File: config.mk
export PLATFORM = sky130hd
export DESIGN_NAME = ps2_kbd_matrix
export DESIGN_NICKNAME = d
export VERILOG_FILES = /design/src/rtl/ps2_kbd_matrix.sv
export SDC_FILE = /design/constraint.sdc
export NUM_CORES = 1
export LEC_CHECK = 0
export ABC_AREA = 1
export CAP_MARGIN = 20
export CELL_PAD_IN_SITES_DETAIL_PLACEMENT = 2
export CELL_PAD_IN_SITES_GLOBAL_PLACEMENT = 2
export CORE_UTILIZATION = 35
export CTS_CLUSTER_SIZE = 20
export DETAILED_ROUTE_END_ITERATION = 10
export DONT_BUFFER_PORTS = 1
export PLACE_DENSITY = 0.86
export RECOVER_POWER = 25
export SYNTH_ARGS = -nofsm -noshare
export SYNTH_HDL_FRONTEND = slang
export SYNTH_SLANG_ARGS = --single-unit
File: constraint.sdc
create_clock -name i_clk -period 8.1 [get_ports i_clk]
set_input_delay 1.62 -clock i_clk [delete_from_list [all_inputs] [get_ports i_clk]]
set_output_delay 1.62 -clock i_clk [all_outputs]
set_load 0.03 [all_outputs]
File: src/rtl/ps2_kbd_matrix.sv
// ps2_kbd_matrix: PS/2 set-2 receiver and decoder that keeps a 7x8 CoCo key matrix and answers PIA0 column strobes with row levels; optional PS2_OVERRUN_CLEAR_EN makes AA/FF/00 release every key
module ps2_kbd_matrix #(
  parameter int FILTER_LEN = 8,
  parameter int TIMEOUT    = 50000
) (
  input  logic       i_clk,
  input  logic       i_rst_n,
  input  logic       i_ps2_clk,
  input  logic       i_ps2_dat,
  input  logic [7:0] i_kb_cols,
  output logic [7:0] o_kb_rows,
  output logic [7:0] o_key_code,
  output logic       o_key_valid,
  output logic       o_frame_err
);
  localparam int FW = $clog2(FILTER_LEN + 1);
  localparam int TW = $clog2(TIMEOUT + 1);
  // Scan code {ext,byte} per matrix slot r*8+c; slot 56 is the second shift key. 0F0 marks unused slots (F0 is never looked up).
  localparam logic [8:0] KMAP [57] = '{
    9'h054, 9'h01C, 9'h032, 9'h021, 9'h023, 9'h024, 9'h02B, 9'h034,
    9'h033, 9'h043, 9'h03B, 9'h042, 9'h04B, 9'h03A, 9'h031, 9'h044,
    9'h04D, 9'h015, 9'h02D, 9'h01B, 9'h02C, 9'h03C, 9'h02A, 9'h01D,
    9'h022, 9'h035, 9'h01A, 9'h175, 9'h172, 9'h16B, 9'h174, 9'h029,
    9'h045, 9'h016, 9'h01E, 9'h026, 9'h025, 9'h02E, 9'h036, 9'h03D,
    9'h03E, 9'h046, 9'h052, 9'h04C, 9'h041, 9'h04E, 9'h049, 9'h04A,
    9'h05A, 9'h16C, 9'h076, 9'h0F0, 9'h0F0, 9'h0F0, 9'h0F0, 9'h012,
    9'h059
  };
  typedef enum logic [1:0] {S_IDLE, S_DATA, S_PARITY, S_STOP} state_t;
  state_t         r_state, w_next;
  logic [1:0]     r_clk_s, r_dat_s;
  logic           r_filt, r_filt_d;
  logic [FW-1:0]  r_fcnt;
  logic [2:0]     r_bits;
  logic [7:0]     r_shift;
  logic           r_par_ok;
  logic [TW-1:0]  r_to;
  logic           r_ext, r_brk;
  logic [56:0]    r_key;
  logic [7:0]     r_rows, r_code;
  logic           r_valid, r_err;
  logic           w_fall, w_dat, w_tout, w_good, w_bad, w_hit, w_ovr;
  logic [5:0]     w_idx;
  logic [55:0]    w_mat;
  logic [7:0]     w_rows;
  assign w_fall = r_filt_d & ~r_filt;
  assign w_dat  = r_dat_s[1];
  assign w_tout = (r_state != S_IDLE) && (r_to == TW'(TIMEOUT));
  assign w_mat  = {r_key[56] | r_key[55], r_key[54:0]};
`ifdef PS2_OVERRUN_CLEAR_EN
  assign w_ovr = (r_shift == 8'hAA) || (r_shift == 8'hFF) || (r_shift == 8'h00);
`else
  assign w_ovr = 1'b0;
`endif
  assign o_kb_rows   = r_rows;
  assign o_key_code  = r_code;
  assign o_key_valid = r_valid;
  assign o_frame_err = r_err;
  // Two-flop synchronisers; idle PS/2 lines are high
  always_ff @(posedge i_clk or negedge i_rst_n)
    if (!i_rst_n) begin
      r_clk_s <= 2'b11;
      r_dat_s <= 2'b11;
    end else begin
      r_clk_s <= {r_clk_s[0], i_ps2_clk};
      r_dat_s <= {r_dat_s[0], i_ps2_dat};
    end
  // Glitch filter: level follows only after FILTER_LEN consecutive differing samples
  always_ff @(posedge i_clk or negedge i_rst_n)
    if (!i_rst_n) begin
      r_filt   <= 1'b1;
      r_filt_d <= 1'b1;
      r_fcnt   <= '0;
    end else begin
      r_filt_d <= r_filt;
      if (r_clk_s[1] == r_filt) r_fcnt <= '0;
      else if (r_fcnt == FW'(FILTER_LEN - 1)) begin
        r_filt <= r_clk_s[1];
        r_fcnt <= '0;
      end else r_fcnt <= r_fcnt + 1'b1;
    end
  // Frame state register
  always_ff @(posedge i_clk or negedge i_rst_n)
    if (!i_rst_n) r_state <= S_IDLE;
    else r_state <= w_next;
  // Frame next state; a good or bad frame is decided on the stop edge, timeout wins over an edge
  always_comb begin
    w_next = r_state;
    w_good = 1'b0;
    w_bad  = 1'b0;
    if (w_tout) begin
      w_next = S_IDLE;
      w_bad  = 1'b1;
    end else if (w_fall)
      case (r_state)
        S_IDLE:   w_next = w_dat ? S_IDLE : S_DATA;
        S_DATA:   w_next = (r_bits == 3'd7) ? S_PARITY : S_DATA;
        S_PARITY: w_next = S_STOP;
        default: begin
          w_next = S_IDLE;
          w_good = w_dat & r_par_ok;
          w_bad  = ~(w_dat & r_par_ok);
        end
      endcase
  end
  // Shift register, bit counter, parity and inter-edge timeout
  always_ff @(posedge i_clk or negedge i_rst_n)
    if (!i_rst_n) begin
      r_bits   <= '0;
      r_shift  <= '0;
      r_par_ok <= 1'b0;
      r_to     <= '0;
      r_valid  <= 1'b0;
      r_err    <= 1'b0;
      r_code   <= '0;
    end else begin
      r_to    <= (w_fall || r_state == S_IDLE) ? '0 : r_to + 1'b1;
      r_valid <= w_good;
      r_err   <= w_bad;
      if (w_good) r_code <= r_shift;
      if (w_fall && r_state == S_IDLE) r_bits <= '0;
      if (w_fall && r_state == S_DATA) begin
        r_shift <= {w_dat, r_shift[7:1]};
        r_bits  <= r_bits + 1'b1;
      end
      if (w_fall && r_state == S_PARITY) r_par_ok <= ^{w_dat, r_shift};
    end
  // Scan-code lookup of the received byte with the pending extended flag
  always_comb begin
    w_hit = 1'b0;
    w_idx = '0;
    for (int i = 0; i < 57; i++)
      if (KMAP[i] == {r_ext, r_shift}) begin
        w_hit = 1'b1;
        w_idx = 6'(i);
      end
  end
  // Decoder: prefix bytes accumulate flags, any other byte updates the matrix and clears them
  always_ff @(posedge i_clk or negedge i_rst_n)
    if (!i_rst_n) begin
      r_ext <= 1'b0;
      r_brk <= 1'b0;
      r_key <= '0;
    end else if (w_good) begin
      if (r_shift == 8'hE0) r_ext <= 1'b1;
      else if (r_shift == 8'hF0) r_brk <= 1'b1;
      else begin
        r_ext <= 1'b0;
        r_brk <= 1'b0;
        if (w_ovr) r_key <= '0;
        else if (w_hit) r_key[w_idx] <= ~r_brk;
      end
    end
  // Row sense: a row goes low when any strobed column holds a pressed key
  always_comb begin
    w_rows = 8'h80;
    for (int r = 0; r < 7; r++) w_rows[r] = ~|(w_mat[r*8 +: 8] & ~i_kb_cols);
  end
  // Registered row outputs
  always_ff @(posedge i_clk or negedge i_rst_n)
    if (!i_rst_n) r_rows <= 8'hFF;
    else r_rows <= w_rows;
endmodule

==> impl_summary.txt <==
----------------------------------------------------
[Status]
  Outcome ... finished, final reports clean

[Logic synthesis]
  YS warnings ... 0
  Count leader, synth ... sky130_fd_sc_hd__nand2_1
  Mean instance size in the synthesized netlist ... around 7.0 um2
  Cell area after synthesis ... around 6900 um2
  Post-synth top flop ... sky130_fd_sc_hd__dfrtp_1
  Async set-reset flop share out of synthesis ... between 90% and 100%
  Register area share after synthesis ... between 40 and 50%
  Leading post-synthesis cells by cell area ... sky130_fd_sc_hd__dfrtp_1 (38%), sky130_fd_sc_hd__nand2_1 (13%), sky130_fd_sc_hd__inv_1 (11%)
  Count of flip-flops with a built-in enable after synthesis ... 0
  Biggest area consumer among synthesized cells ... sky130_fd_sc_hd__dfrtp_1
  Commonest cells in the synthesized netlist ... sky130_fd_sc_hd__nand2_1 (242), sky130_fd_sc_hd__inv_1 (205), sky130_fd_sc_hd__nor2_1 (157), sky130_fd_sc_hd__dfrtp_1 (103)
  Count of unique library cells instantiated by Yosys ... 39
  Number of storage elements in the synthesis netlist ... roughly 120
  Synthesized instance count ... roughly 1000
  Total nets after synthesis ... 1018
  Area share of the leading cell type in the synthesized netlist ... approximately 38%

[STA]
  Setup violators final ... 0
  Final sum of negative setup slack ... 0 ns
  Highest clock frequency the design can meet ... between 150 and 200 MHz
  Measured slew at the worst slew-check pin ... 0.918 ns
  Final Hold Violating Endpoints ... 0
  Crit share post-route ... about two thirds
  Clock period minus worst slack ... roughly 5.3 ns
  Final setup skew ... ~0.011 ns
  Number of pins exceeding their max-slew limit in the final report ... 0
  Normalized max-slew margin ... 38.4%
  RSZ-0062 raised after global routing ... no
  Hold slack final ... between 0.3 and 0.4 ns

[Setup path]
  Length in cells of the worst reg-to-reg path ... slightly below 60
  Arrival time worst endpoint ... ~5.7 ns
  Startpoint-to-endpoint class of the critical path ... reg2reg
  Critical R2R Launch ... r_shift[2]
  Startpoint type of the worst setup path ... flop
  R2R Setup Slk ... about 2.8 ns
  Data required time at the worst endpoint ... 8.43 ns
  Capture point of the worst reg-to-reg path ... r_key[28]
  Crit. End Element ... flop
  Library cell contributing the largest single delay on the critical path ... sky130_fd_sc_hd__nor2_1
  Slowest stage delay, CP ... about 0.75 ns
  Most frequent cell on the critical path ... sky130_fd_sc_hd__nand2_1
  Worst Path Max Fanout ... 30

[Cells and area]
  Area growth, synth to finish ... 11.5%
  Layout cells sized above 1 ... about 5.5%
  Filler cell count ... around 2200
  Diode insertion count for antenna repair ... 0
  Non-Filler Cell Area, Final ... 7670 um2
  Fin nets ... 1016

[CTS]
  Clock latency on the worst-skew pair ... 0.44 ns
  Maximum level of the CTS H-tree ... 4
  Clock transition at the registers of the reported paths ... ~0.06 ns
  Number of buffers added by the clock tree synthesis step ... 17
  Number of sinks handled by clock tree synthesis ... ~120
  Post_cts resized ... 0
  Buffer count from post-CTS setup fixing ... 0
  Buffers from clock root to sink, at most ... 2
  Clock tree from TritonCTS ... done
  Count of hold-fix buffers inserted at cts ... 0
  Clk root buf ... sky130_fd_sc_hd__clkbuf_16

[GRT]
  First-pass GRT wire length ... 39.0 mm
  Via count of the first global-routing pass ... approximately 7200
  Grt total ovfl ... 0
  Number of antenna violations at the first check in global routing ... 0
  Global routing usage summed across all routing layers ... ~25%
  Pin count of the biggest net entering global routing ... ~120

[Floorplanning]
  Initial Utilization ... 36.3%
  Cell Rows ... 50
  Total core area ... between 15000 and 20000 um2
  Io pins ... 30
  DIE WIDTH ... 142 um
  Height of the die ... approximately 140 um
  Overall die area ... a little over 20000 um2

[Worst hold path]
  Type of the most critical hold path ... reg2reg
  Hold Crit Depth ... 0
  Hold endpoint ... r_clk_s[1]
  Launch instance of the worst min-delay path ... r_clk_s[0]

[Power and ir drop]
  Sequential fraction of design power ... between 40% and 50%
  Leak Pwr ... roughly 3.7 nW
  Internal Power ... approximately 1.1 mW
  Pwr dens ... 205 nW/um2
  Max rail drop VDD ... 0.164 mV
  Net switching fraction of the power ... between 20 and 30%
  Switching power ... 0.437 mW
  Clock power frac ... between 40% and 50%
  Combinational share of power ... between 10 and 15%
  PnR Total Power ... about 1.6 mW

[Detailed routing]
  Vias per cell ... slightly above 5
  Routed Antenna Nets ... 0
  Routed wire length per instance ... approximately 19 um
  Total length of routed wires ... around 24 mm
  Violation count after the first detailed-routing iteration ... 251
  # DRC ... 0
  Vias after detailed routing ... 6437
  Number of optimization iterations in the first detailed-route pass ... 4

[Run]
  Max-cap violations ... 0

[Place]
  Area after DPL ... about 7100 um2
  Port bufs ... 0
  Placer congestion estimate ... just over 0.8
  HPWL after detailed placement ... 15.8 mm

----------------------------------------------------
[placed cells by master (no fill, tap or decap), types with 3 or more instances in the layout]
cell,count
sky130_fd_sc_hd__nor2_1,157
sky130_fd_sc_hd__xor2_1,4
sky130_fd_sc_hd__nor3b_1,5
sky130_fd_sc_hd__o2111ai_1,3
sky130_fd_sc_hd__nand3_1,36
sky130_fd_sc_hd__xnor2_1,4
sky130_fd_sc_hd__nand4_1,29
sky130_fd_sc_hd__clkbuf_1,3
sky130_fd_sc_hd__dfrtp_1,103
sky130_fd_sc_hd__a211oi_1,5
sky130_fd_sc_hd__a21oi_1,12
sky130_fd_sc_hd__clkinv_1,4
sky130_fd_sc_hd__dfstp_2,12
sky130_fd_sc_hd__o22ai_1,24
sky130_fd_sc_hd__inv_1,205
sky130_fd_sc_hd__nor3_1,20
sky130_fd_sc_hd__nand2_1,242
sky130_fd_sc_hd__o21ai_1,8
sky130_fd_sc_hd__ha_1,20
sky130_fd_sc_hd__a31oi_1,4
sky130_fd_sc_hd__nor2_4,3
sky130_fd_sc_hd__nor4_1,11
sky130_fd_sc_hd__clkbuf_8,3
sky130_fd_sc_hd__clkinv_2,4
sky130_fd_sc_hd__o21ai_0,36
sky130_fd_sc_hd__clkbuf_16,17
[through the flow]
step	setup slack, ns	utilization (%)	std cells
floorplan	4.38	-	986
global placement	3.18	37.4	1225
detailed placement	2.90	37.4	1225
CTS	2.77	40.4	1257
global route	1.97	40.4	1257
finish	2.77	40.4	1257
[layer usage]
metal	track usage (%)	wire length, um	part of all wire (%)
met5	0	0	0
met4	8.55	436	1.8
met3	4.58	697	2.9
met2	45.2	12200	51
met1	30.8	10500	44
[final cells by class]
class | count | area, um2 | share of cell area [%]
Tap cell | 260 | 325 | 4.24
Timing Repair Buffer | 1 | 7.51 | 0.0979
Inverter | 211 | 792 | 10.3
Clock buffer | 23 | 478 | 6.23
Clock inverter | 9 | 105 | 1.37
Multi-Input combinational cell | 637 | 3040 | 39.6
Sequential cell | 116 | 2920 | 38.1
[critical path: cells and delay by family, from the launching register on]
kind,cells,cell delay [ns]
fa+ha+maj,1,0.30
buf+inv,3,0.29
flops,1,0.42
simple gates,55,4.18
[state kept, by name, indices dropped and copies added (netlist names), 2 cells and up]
signal	cells
o_kb_rows	7
r_shift	8
r_state	2
r_fcnt	4
r_key	57
r_bits	3
r_clk_s	2
r_to	16
r_dat_s	2
o_key_code	8
[cell families after synthesis]
logic type / count (synthesis) / share of synthesized area, %
and+or+nand+nor: 510 / 31.2
buffers and inverters: 233 / 13.3
other: 1 / 0.0546
adders and majority gates: 20 / 3.64
muxes: 1 / 0.164
xor gates and xnor gates: 8 / 1.02
DFF: 116 / 42.5
AOI/OAI and AO/OA: 97 / 8.14
[worst max path at each step]
stage                          start  cells after the start  slack (ns)   endpoint
after floorplan           r_shift[4]                     58        4.38  r_key[55]
after global placement    r_shift[3]                     59        3.18   r_key[4]
after detailed placement  r_shift[2]                     59        2.90  r_key[12]
after CTS                 r_shift[2]                     59        2.77  r_key[12]
after global routing      r_shift[4]                     57        1.97  r_key[12]
final                     r_shift[2]                     59        2.77  r_key[28]
[power groups by stage]
stage               Combinational (mW)  Sequential (mW)  Clock (mW)
finish                           0.159            0.647       0.769
global route                     0.181            0.650       0.797
CTS                              0.162            0.647       0.783
detailed placement               0.152            0.655           0
global placement                 0.141            0.650           0
floorplan                        0.118            0.641           0
Note: power is estimated with default switching activity, not from simulation.
